[config.mk]
export PLATFORM = sky130hd
export DESIGN_NAME = branch_predictor
export DESIGN_NICKNAME = d
export VERILOG_FILES = /design/src/rtl/branch_predictor.sv
export SDC_FILE = /design/constraint.sdc
export NUM_CORES = 1
export LEC_CHECK = 0
export CAP_MARGIN = 25
export CORE_MARGIN = 2
export CORE_UTILIZATION = 38
export DETAILED_ROUTE_END_ITERATION = 12
export PLACE_DENSITY = 0.81
export RECOVER_POWER = 25
export SKIP_CTS_REPAIR_TIMING = 1
export SYNTH_ARGS = -nofsm -noshare
export SYNTH_HDL_FRONTEND = slang
export SYNTH_SLANG_ARGS = --single-unit
[constraint.sdc]
create_clock -name clk_i -period 2.6 [get_ports clk_i]
set_input_delay 0.52 -clock clk_i [delete_from_list [all_inputs] [get_ports clk_i]]
set_output_delay 0.52 -clock clk_i [all_outputs]
set_load 0.02 [all_outputs]
[src/rtl/branch_predictor.sv]
// rtl/branch_predictor.sv - per-PC 2-bit saturating-counter branch history table
// ID side reads a prediction; EX side trains the table and requests a redirect on mispredict.
module branch_predictor #(
  parameter int         IDX_W      = 4,
  parameter logic [1:0] INIT_STATE = 2'b01
) (
  input  logic        clk_i,
  input  logic        rst_i,
  input  logic        id_branch_i,
  input  logic [31:0] id_pc_i,
  output logic [1:0]  id_state_o,
  output logic        id_pred_taken_o,
  input  logic        ex_branch_i,
  input  logic [31:0] ex_pc_i,
  input  logic [1:0]  ex_state_i,
  input  logic        ex_taken_i,
  input  logic [31:0] ex_pcplus4_i,
  input  logic [31:0] ex_target_i,
  output logic        mispredict_o,
  output logic [31:0] redirect_pc_o,
  output logic [31:0] br_count_o,
  output logic [31:0] miss_count_o
);

  localparam int ENTRIES = 1 << IDX_W;

  logic [1:0]       tbl_q [ENTRIES];
  logic [1:0]       tbl_d [ENTRIES];
  logic [31:0]      br_count_q, br_count_d;
  logic [31:0]      miss_count_q, miss_count_d;
  logic [IDX_W-1:0] id_idx, ex_idx;
  logic [1:0]       new_state;

  assign id_idx = id_pc_i[IDX_W+1:2];
  assign ex_idx = ex_pc_i[IDX_W+1:2];

  // Training starts from the state carried down the pipe, so aliased writes are last-wins.
  always_comb begin
    new_state = ex_state_i;
    if (ex_taken_i) begin
      if (ex_state_i != 2'b11) new_state = ex_state_i + 2'd1;
    end else begin
      if (ex_state_i != 2'b00) new_state = ex_state_i - 2'd1;
    end
  end

  assign mispredict_o  = ex_branch_i & (ex_state_i[1] ^ ex_taken_i);
  assign redirect_pc_o = ex_taken_i ? ex_target_i : ex_pcplus4_i;

  // Forward the in-flight write so ID never sees a stale entry.
  assign id_state_o      = (ex_branch_i && (id_idx == ex_idx)) ? new_state : tbl_q[id_idx];
  assign id_pred_taken_o = id_state_o[1] & id_branch_i;

  assign br_count_o   = br_count_q;
  assign miss_count_o = miss_count_q;

  always_comb begin
    tbl_d        = tbl_q;
    br_count_d   = br_count_q;
    miss_count_d = miss_count_q;
    if (ex_branch_i) begin
      tbl_d[ex_idx] = new_state;
      if (br_count_q != 32'hFFFF_FFFF) br_count_d = br_count_q + 32'd1;
    end
    if (mispredict_o && (miss_count_q != 32'hFFFF_FFFF)) miss_count_d = miss_count_q + 32'd1;
  end

  always_ff @(posedge clk_i) begin
    if (rst_i) begin
      for (int i = 0; i < ENTRIES; i++) tbl_q[i] <= INIT_STATE;
      br_count_q   <= 32'd0;
      miss_count_q <= 32'd0;
    end else begin
      tbl_q        <= tbl_d;
      br_count_q   <= br_count_d;
      miss_count_q <= miss_count_d;
    end
  end

endmodule

==> flow_summary.yaml <==
drt:
  ant_nets: 0
  viasPerCell: 5.45
  drtIter0Drc: 227
  drt_pass1_iterations: 5
  drc: 0
  vias: 5424
  routed_wirelength_microns: 15400
  wire_per_inst_microns: 15.4
pwr:
  p_per_area_mw_per_mm2: 428
  p_leak_nw: 2.83
  ir_worst_vdd_uv: 332
floorplanning:
  top_level_ports: 235
  placementRows: 43
  coreArea_sq_mm: 0.0137
  die_width_microns: 122
  die_y_microns: 122
  start_util_pct: 38.4
  die_area_sq_mm: 0.0148
logic_synthesis:
  synth_commonest_cells: "dfxtp_1, a21oi_1, nand2_1"
  syn_inst: 611
  syn_avg_cell_area_sq_um: 8.62
  synth_area_leader_cell: "dfxtp_1"
  syn_area_sq_mm: 0.00527
  ys_seq_area_share_pct: 36.5
  synth-edff-count: 0
  yosysMostFrequentCell: "dfxtp_1"
  synth_nets: 748
  synth_flop_cell: "dfxtp_1"
  synth_area_leaders: "dfxtp_1, mux2_2, a21oi_1, mux4_2, nand3_1"
  ys.warnings.count: 0
  ys_types: 52
  synth.top_cell.area_share_pct: 36.5
  ys_ff_latch: 96
  ys_async_sr_fraction_pct: 0
timing:
  max_freq_mhz: 389
  fin_setup_tns_ns: 0
  slew_headroom_pct: 48.6
  post-route-period-util_pct: 98.8
  fin_skew_ns: 0.00656
  layout_min_cycle_time_ns: 2.57
  maxSlewViolCount: 0
  whs_ns: 0.459
  worst_pin_slew_ns: 0.771
  post-route-worst-setup-slack_ns: 0.0317
  finalHoldViolations: 0
  finalSetupViolations: 0
  rsz0062_at_grt: "true"
global_routing:
  antenna_found_initial: 0
  grt_max_degree: 56
  overflow: 0
  grt_pass1_vias: 4833
  grt_pass1_wl_microns: 23500
  grt_usage_pct: 19.7
cells_and_area:
  diodes: 0
  drive_gt1_share_pct: 13.2
  fin_nets: 948
  instances_no_fill: 996
  fill_cells: 1203
  area_growth_pct: 48.8
  regArea_sq_mm: 0.00192
  multiInputGateArea_sq_mm: 0.00315
setup_path:
  start_kind: "input pin"
  cp_num_buf_inv: 3
  cp_slowest_stage_delay_ns: 0.49
  path_cells: "buf_4 -> buf_12 -> mux4_2 -> mux2i_1 -> mux2i_1 -> mux2_2 -> and2_1 -> buf_2"
  path_max_fanout: 5
  crit_family: "multiplexers"
  cpMaxStageDelayCell: "mux4_2"
  cp.required_ns: 2.08
  critPathArrivalTime_ns: 2.05
  end_kind: "output pin"
  path_class: "input pin to output pin"
  critPathMostFrequentCell: "mux2i_1"
clocking:
  tritoncts: "done"
  clkTransAtPathRegs_ns: 0.06
  insertion_delay_ns: 0.34
  cts_max_path_buffers: 2
  cts_max_level: 3
  numCtsBuffers: 9
  clock-sinks: 96
  root_buffer: "clkbuf_16"
hold_path:
  min_path_type: "register to register"
run_status:
  status: "finished clean"
placed_design:
  gp_congestion: 0.882
  place_ws_ns: -0.804
  placed_cells: 977
  hpwl_microns: 11400
  placement.io_buffers: 178
job:
  maxCapViolations: 0
==> power by group <==
| part | total, mW | internal [mW] | leakage, nW | switching [mW] |
|---|---|---|---|---|
| sequential | 1.50 | 1.48 | 0.775 | 0.0148 |
| combinational | 0.511 | 0.286 | 1.90 | 0.225 |
| clock | 1.35 | 0.796 | 0.150 | 0.549 |
| total | 3.36 | 2.57 | 2.83 | 0.789 |
==> registers in the layout, indices dropped and copies added (netlist names) <==
name          flops
br_count_o       32
miss_count_o     32
tbl_q            32
==> path summary, 6_finish.rpt <==
check	startpoint	to	slack (ns)	cells after the start
setup / recovery	id_pc_i[2]	id_pred_taken_o	0.03	8
hold / removal	tbl_q[13]	tbl_q[13]	0.46	2
setup reg to reg	miss_count_o[0]	miss_count_o[30]	0.36	8
hold reg to reg	tbl_q[13]	tbl_q[13]	0.46	2
==> metrics by stage <==
stage                     instance area [sq um]  power [mW]  utilization (%)
after detailed placement                   7470        2.03             54.4
after floorplan                            5270        1.75                -
final                                      7840        3.36             57.1
after CTS                                  7770        3.39             56.6
after global routing                       7840        3.47             57.1
after global placement                     7470        2.03             54.4
==> logic make-up after synthesis <==
kind of cell | Yosys count | share of synthesized area, %
AO/OA/AOI/OAI | 130 | 15.4
adder cells (fa/ha/maj) | 3 | 0.665
flip-flops | 96 | 36.5
buffers and inverters | 49 | 3.68
AND/OR/NAND/NOR | 256 | 26.6
multiplexers | 59 | 14.2
XOR/XNOR | 18 | 2.99
==> per-layer routing <==
layer,up-vias,global-route usage (%),wire (microns)
met3,21,5.52,962
met1,2546,27.0,6980
met4,0,5.53,216
li1,2702,-,-
met2,155,30.5,7220
met5,-,0,0
==> worst min-delay path, delay by kind of cell (launching register included) <==
kind,cells,cell delay [ns]
AOI/OAI and AO/OA,1,0.05
and+or+nand+nor,1,0.05
DFF,1,0.31
==> area by class of cell <==
class / instances / area share (%)
clock buffer: 13 / 3.32
clock inverter: 3 / 0.511
inverter: 17 / 0.814
multi-input combinational: 466 / 40.2
sequential: 96 / 24.5
tap: 180 / 2.87
timing repair buffer: 221 / 27.7
==> layout by cell type (no fill, tap or decap), types with 19 or more instances in the layout <==
master / count
mux2_2: 36
nand4_1: 19
o21ai_0: 31
nor2_1: 48
nand2_1: 49
nand3_1: 39
a21oi_1: 50
buf_4: 36
or3_1: 25
dfxtp_1: 96
clkdlybuf4s50_1: 148
(Power assumes the default switching activity.)
